## src/rtl/multifunc_unit.sv

```systemverilog
// multifunc_unit: one-shot invert / counter snapshot / parity operations,
// an iterative shift-and-add multiplier, and a free-running counter.
module multifunc_unit #(
  parameter int WIDTH      = 8,
  parameter bit PARITY_ODD = 1'b0
) (
  input  logic               clk,
  input  logic               rst,
  input  logic               start,
  input  logic [1:0]         op,
  input  logic               hold,
  input  logic [WIDTH-1:0]   A,
  input  logic [WIDTH-1:0]   B,
  output logic [2*WIDTH-1:0] q,
  output logic               busy,
  output logic               done
);

  localparam int QW = 2 * WIDTH;
  localparam int IW = $clog2(WIDTH + 1);

  typedef enum logic [0:0] {
    ST_IDLE = 1'b0,
    ST_MUL  = 1'b1
  } state_t;

  state_t           r_state;
  state_t           w_state_nxt;
  logic [QW-1:0]    r_ctr;
  logic [QW-1:0]    r_q;
  logic [QW-1:0]    w_q_nxt;
  logic             r_busy;
  logic             w_busy_nxt;
  logic             r_done;
  logic             w_done_nxt;
  logic [QW-1:0]    r_acc;
  logic [QW-1:0]    w_acc_nxt;
  logic [QW-1:0]    r_mcand;
  logic [QW-1:0]    w_mcand_nxt;
  logic [WIDTH-1:0] r_mplier;
  logic [WIDTH-1:0] w_mplier_nxt;
  logic [IW-1:0]    r_iter;
  logic [IW-1:0]    w_iter_nxt;
  logic [QW-1:0]    w_addend;
  logic [QW-1:0]    w_acc_sum;
  logic             w_last;

  // Parity of the operand, flipped when odd parity is selected.
  function automatic logic parity_bit(input logic [WIDTH-1:0] v);
    return (^v) ^ PARITY_ODD;
  endfunction

  assign w_addend  = r_mplier[0] ? r_mcand : {QW{1'b0}};
  assign w_acc_sum = r_acc + w_addend;
  assign w_last    = (r_iter == IW'(WIDTH - 1));

  assign q    = r_q;
  assign busy = r_busy;
  assign done = r_done;

  // Free-running counter: counts every edge unless frozen by hold; wraps naturally.
  always_ff @(posedge clk) begin
    if (rst) begin
      r_ctr <= {QW{1'b0}};
    end else if (!hold) begin
      r_ctr <= r_ctr + {{(QW-1){1'b0}}, 1'b1};
    end else begin
      r_ctr <= r_ctr;
    end
  end

  // FSM state register.
  always_ff @(posedge clk) begin
    if (rst) begin
      r_state <= ST_IDLE;
    end else begin
      r_state <= w_state_nxt;
    end
  end

  // Next-state and datapath decode: accepts start only in IDLE, one multiply step per MUL edge.
  always_comb begin
    w_state_nxt  = r_state;
    w_q_nxt      = r_q;
    w_done_nxt   = 1'b0;
    w_busy_nxt   = r_busy;
    w_acc_nxt    = r_acc;
    w_mcand_nxt  = r_mcand;
    w_mplier_nxt = r_mplier;
    w_iter_nxt   = r_iter;
    case (r_state)
      ST_IDLE: begin
        if (start) begin
          case (op)
            2'b00: begin
              w_q_nxt    = {~A, ~B};
              w_done_nxt = 1'b1;
            end
            2'b01: begin
              w_q_nxt    = r_ctr;
              w_done_nxt = 1'b1;
            end
            2'b10: begin
              w_state_nxt  = ST_MUL;
              w_acc_nxt    = {QW{1'b0}};
              w_iter_nxt   = {IW{1'b0}};
              w_busy_nxt   = 1'b1;
              w_mcand_nxt  = {{WIDTH{1'b0}}, B};
              w_mplier_nxt = A;
            end
            2'b11: begin
              w_q_nxt    = {{(QW-1){1'b0}}, parity_bit(B)};
              w_done_nxt = 1'b1;
            end
            default: begin
              w_state_nxt = ST_IDLE;
            end
          endcase
        end else begin
          w_state_nxt = ST_IDLE;
        end
      end
      ST_MUL: begin
        w_acc_nxt    = w_acc_sum;
        w_mcand_nxt  = {r_mcand[QW-2:0], 1'b0};
        w_mplier_nxt = {1'b0, r_mplier[WIDTH-1:1]};
        w_iter_nxt   = r_iter + IW'(1);
        if (w_last) begin
          w_q_nxt     = w_acc_sum;
          w_done_nxt  = 1'b1;
          w_busy_nxt  = 1'b0;
          w_state_nxt = ST_IDLE;
        end else begin
          w_state_nxt = ST_MUL;
        end
      end
      default: begin
        w_state_nxt = ST_IDLE;
        w_busy_nxt  = 1'b0;
      end
    endcase
  end

  // Result, status and multiplier working registers.
  always_ff @(posedge clk) begin
    if (rst) begin
      r_q      <= {QW{1'b0}};
      r_busy   <= 1'b0;
      r_done   <= 1'b0;
      r_acc    <= {QW{1'b0}};
      r_mcand  <= {QW{1'b0}};
      r_mplier <= {WIDTH{1'b0}};
      r_iter   <= {IW{1'b0}};
    end else begin
      r_q      <= w_q_nxt;
      r_busy   <= w_busy_nxt;
      r_done   <= w_done_nxt;
      r_acc    <= w_acc_nxt;
      r_mcand  <= w_mcand_nxt;
      r_mplier <= w_mplier_nxt;
      r_iter   <= w_iter_nxt;
    end
  end

endmodule

```

## config.mk

```make
export PLATFORM = sky130hd
export DESIGN_NAME = multifunc_unit
export DESIGN_NICKNAME = d
export VERILOG_FILES = /design/src/rtl/multifunc_unit.sv
export SDC_FILE = /design/constraint.sdc
export NUM_CORES = 1
export LEC_CHECK = 0
export BUFFER_PORTS_ARGS = -buffer_cell sky130_fd_sc_hd__clkbuf_2
export CAP_MARGIN = 20
export CORE_MARGIN = 2
export CORE_UTILIZATION = 34
export CTS_BUF_LIST = sky130_fd_sc_hd__clkbuf_4 sky130_fd_sc_hd__clkbuf_8
export DETAILED_ROUTE_END_ITERATION = 16
export HOLD_SLACK_MARGIN = 0.12
export PLACE_DENSITY = 0.48
export SLEW_MARGIN = 0
export SYNTH_ARGS = -nofsm -noshare
export SYNTH_HDL_FRONTEND = slang
export SYNTH_SLANG_ARGS = --single-unit
```

## constraint.sdc

```tcl
create_clock -name clk -period 3.6 [get_ports clk]
set_input_delay 0.72 -clock clk [delete_from_list [all_inputs] [get_ports clk]]
set_output_delay 0.72 -clock clk [all_outputs]
set_load 0.01 [all_outputs]
```

After elaboration in Yosys (flattened, before gate mapping)
Cells that the tools add are included.
{ "classes": {"addsub": 3, "n_eq_ne": 8, "muxes": 29, "n_bitwise": 3, "reduce_logical": 6} }
{ "ops": {"columns": ["operator", "count"], "rows": [
  ["16-bit 2-to-1 mux", 7],
  ["16-bit case mux with 2 select lines", 3],
  ["16-bit case mux with 3 select lines", 1],
  ["16-bit by 1-bit adder with 16-bit output, second input constant", 1],
  ["16-bit adder", 1],
  ["8-bit 2-to-1 mux", 2],
  ["8-bit NOT", 2],
  ["8-bit case mux with 2 select lines", 1],
  ["1-bit 2-to-1 mux", 9],
  ["4-bit 2-to-1 mux", 2],
  ["4-bit case mux with 2 select lines", 1],
  ["8-bit parity", 1],
  ["1-bit case mux with 2 select lines", 3],
  ["3-bit AND reduction", 2],
  ["4-bit by 1-bit adder with 4-bit output, second input constant", 1],
  ["2-bit == test, second input constant", 2],
  ["4-bit by 3-bit == test with 1-bit output, second input constant", 1],
  ["2-bit by 1-bit inequality test with 1-bit output, second input constant", 2],
  ["4-bit by 1-bit inequality test with 1-bit output, second input constant", 1],
  ["3-bit OR reduction", 1],
  ["2-bit by 1-bit == test with 1-bit output, second input constant", 1],
  ["2-bit logical NOT", 1],
  ["2-bit inequality test, second input constant", 1],
  ["2-bit AND reduction", 1],
  ["1-bit NOT", 1]
]} }
{ "word_totals": {"reg_bits": 79, "output_inout_bits": 18} }

Longest topological paths before layout
{ "depth": {"depth_word": 5, "depth_mapped": 10, "depth_no_buf": 9} }

Least setup slack after synthesis
Ideal clock, no wire load.
{ "synth_timing": {"path_kind": "flip-flop to flip-flop", "start": "register r_mplier[0]", "end": "register r_acc[14]", "setup_time_ns": 0.063, "arrival_ns": 2.528, "setup_slack_ns": 1.010, "stages_incl_launch_ff": 11, "period_less_slack_ns": 2.590, "path_cell_list": "dfxtp_1 clkbuf_1 and2_1 ha_1 fa_1 a21o_1 a22o_1 o31ai_2 a221oi_2 or4b_1 nand3_1"} }
{ "synth_between": {"elab_chain_cells": 3} }
{ "synth_rtl": {"columns": ["item", "line", "rtl"], "rows": [
  ["start, declared", "40", "logic [WIDTH-1:0] r_mplier;"],
  ["start signal, assigned", "152", "r_mplier <= {WIDTH{1'b0}};"],
  ["start signal, assigned", "160", "r_mplier <= w_mplier_nxt;"],
  ["16-bit 2-to-1 mux", "53", "assign w_addend = r_mplier[0] ? r_mcand : {QW{1'b0}};"],
  ["16-bit adder", "54", "assign w_acc_sum = r_acc + w_addend;"],
  ["16-bit case mux with 2 select lines", "91", "case (r_state)"],
  ["end signal, assigned", "150", "r_acc <= {QW{1'b0}};"],
  ["end signal, assigned", "158", "r_acc <= w_acc_nxt;"],
  ["end, declared", "36", "logic [QW-1:0] r_acc;"]
]} }
No other way between the ends.
A chain may end at the register's enable or synchronous reset.

Worst setup path after layout
Same ends and word-level chain as after synthesis.

==> out/qor.yml <==
route:
  drt-total-wl_um: 12300
  drcViolationCount: 0
  route.layer.met1.wl_um: 5810
  drt_iter0_drc: 338
  dr_wl_met2_um: 5750
  first_pass_iters: 5
  ant_nets: 0
  wl_met3_um: 532
  top_layer_used: "met4"
  via_per_inst: 5.37
  wire_per_inst_um: 16.3
  vias: 4037
clock_tree:
  cts_tree: "yes"
  h-tree-depth: 3
  clock_latency_ps: 380
  cts_buffers: 9
  cts_root_buf: "clkbuf_8"
  clkSinkCount: 79
  post-cts-setup-buffer-count: 0
  clkSlewWorstSetupHoldPaths_ps: 80
  cts_resized: 0
  cts.path.max_buffers: 2
  holdBufCountCts: 0
synthesis:
  synthAdderAreaFrac: 0.0535
  synth_seq_area_share: 0.363
  yosys.area.top_type_share: 0.363
  synth_edf_count: 0
  yosys_warnings: 0
  avgSynthCellArea_um2: 7.84
  syn_area_mm2: 0.00435
  ys_top_cells_by_area: "dfxtp_1, nand2_1, a21oi_1"
  synthMuxAreaShare: 0.0161
  synth.distinct_cells: 57
  synth_nets: 595
  synth_top_family_by_area: "simple AND/OR/NAND/NOR gates"
  synth_cells: 555
  synth_xor_area_frac: 0.0664
  async_flop_share: 0
  synth-compound-area-share: 0.214
  synth-main-ff-cell: "dfxtp_1"
  ys_ff_latch: 79
  synth_top_cell_by_area: "dfxtp_1"
  synthSimpleGateAreaFrac: 0.247
setup_path:
  reg2reg_depth: 9
  crit_path_end: "r_acc[14]$_SDFFE_PP0P_"
  timing.rr.end: "r_acc[14]$_SDFFE_PP0P_"
  worstSetupStartpointType: "register"
  worstPathRequired_ps: 3910
  arrival_ps: 3200
  startpoint: "r_mplier[0]$_SDFFE_PP0P_"
  regToRegSetupSlack_ps: 720
  endpoint_kind: "register"
  critPathMaxFanout: 17
  path_class: "register to register"
  r2r_start: "r_mplier[0]$_SDFFE_PP0P_"
status:
  outcome: "completed"
finish:
  ff_latch_area_mm2: 0.00158
  drive_gt1_frac: 0.121
  layout_commonest_cell: "dfxtp_1"
  stdcell_area_mm2: 0.00489
  fin_nets: 615
  multi_input_area_mm2: 0.00260
  post-route-util: 0.389
  fillers: 1342
  areaGrowthSynthToFinish_pct: 12.2
  final_cell_mix: "dfxtp_1, nand2_1, nor2_1"
  antenna_cells: 0
place:
  hpwl_um: 8870
  post-place-ws_ps: 745
  gp_congestion: 0.811
  post_dp_cell_area_mm2: 0.00467
  port_buffers: 39
global_route:
  grt_pass1_wl_um: 19700
  grt_pass1_vias: 3838
  grt_max_degree: 55
  track_usage: 0.187
  antenna_found_initial: 0
  grt_overflow_total: 0
pwr:
  finalPower_w: 0.00183
  leakage_nw: 1.92
  power_density_mw_per_mm2: 375
  irDropWorstVdd_mv: 0.228
sta:
  period_needed_ps: 2880
  worstMarginPinSlew_ps: 844
  period_share: 0.800
  fmax_mhz: 347
  slew_viol_final: 0
  rsz0062_at_grt: "no"
  hold_viol: 0
  skew_ps: 13.7
  setup_viol: 0
  setup_slack_ps: 719
  slew_headroom: 0.437
  fin_setup_tns_ps: 0
die:
  die_w_um: 117
  die_h_um: 117
  rows: 41
  core_area_mm2: 0.0126
  fp.dieArea_mm2: 0.0137
  ios: 40
  start_util: 0.346
job:
  maxCapViolCount: 0
min_path:
  min_path_type: "register to register"
## per-layer routing
metal | vias to the layer above | track usage
li1 | 2005 | -
met1 | 1927 | 0.240
met2 | 94 | 0.313
met3 | 11 | 0.0463
met4 | 0 | 0.0533
met5 | - | 0
## flip-flops by register name (all words and copies together) (netlist names)
register and cells:
r_state 1, r_mplier 8, done 1, r_iter 4, r_acc 16, busy 1, q 16, r_ctr 16
r_mcand 16
## kinds of logic after synthesis
| group | count (synthesis) |
|---|---|
| AOI/OAI and AO/OA | 146 |
| xor gates and xnor gates | 33 |
| adders and majority gates | 18 |
| and+or+nand+nor | 229 |
| DFF | 79 |
| muxes | 7 |
| buffers and inverters | 43 |
## cells in the mapped netlist (2+ instances only)
library cell	instances
and4_1	4
nand4b_1	4
and4b_1	2
inv_1	5
nand3_1	9
clkbuf_1	29
o221ai_1	7
a41oi_1	2
o22ai_1	10
dfxtp_1	79
nand2b_1	9
a21oi_1	56
buf_1	3
xor2_1	16
nand2_1	75
a211oi_1	7
a22oi_1	14
o21ai_0	19
nor2_1	72
nand4_1	7
and3_1	5
xnor2_1	17
a31oi_1	7
or3_1	2
and2_1	16
mux2i_1	7
nor2b_1	4
buf_2	5
a211o_1	2
a21o_1	5
nor4_1	4
nor3_1	11
ha_1	17
## per-stage QoR
step           hold slack (ps)  std cells
2_1_floorplan              432        555
3_3_place_gp               443        736
3_5_place_dp               448        736
4_1_cts                    467        752
5_1_grt                    486        752
6_report                   461        752
## cell type report
class / count / share of cell area
clock buffer: 9 / 0.0254
clock inverter: 7 / 0.0179
inverter: 5 / 0.00384
multi-input combinational: 433 / 0.533
sequential: 79 / 0.324
tap: 172 / 0.0440
timing repair buffer: 47 / 0.0522
## report_power, final
group          switching, W  leakage, nW  total, W  internal [W]
combinational      0.000119         1.17  0.000188     0.0000686
sequential        0.0000208        0.641  0.000917      0.000896
clock              0.000342        0.109  0.000727      0.000385
## how the worst min path moves through the flow
stage	from	endpoint	depth (start not counted)
final	q[2]$_SDFFE_PP0P_	q[2]$_SDFFE_PP0P_	2
after global routing	q[5]$_SDFFE_PP0P_	q[5]$_SDFFE_PP0P_	2
after CTS	r_acc[0]$_SDFFE_PP0P_	r_acc[0]$_SDFFE_PP0P_	2
after detailed placement	q[2]$_SDFFE_PP0P_	q[2]$_SDFFE_PP0P_	2
after global placement	q[2]$_SDFFE_PP0P_	q[2]$_SDFFE_PP0P_	2
after floorplan	r_acc[12]$_SDFFE_PP0P_	r_acc[12]$_SDFFE_PP0P_	2
## worst max-delay path, cell delays in order, from the launching register on
cell and delay [ps]:
dfxtp_1 470, and2_1 220, ha_1 200, fa_1 410, a21o_1 210, a22o_1 200
o31ai_2 360, a221oi_2 140, or4b_1 530, nand3_1 80
(Power assumes the default switching activity.)
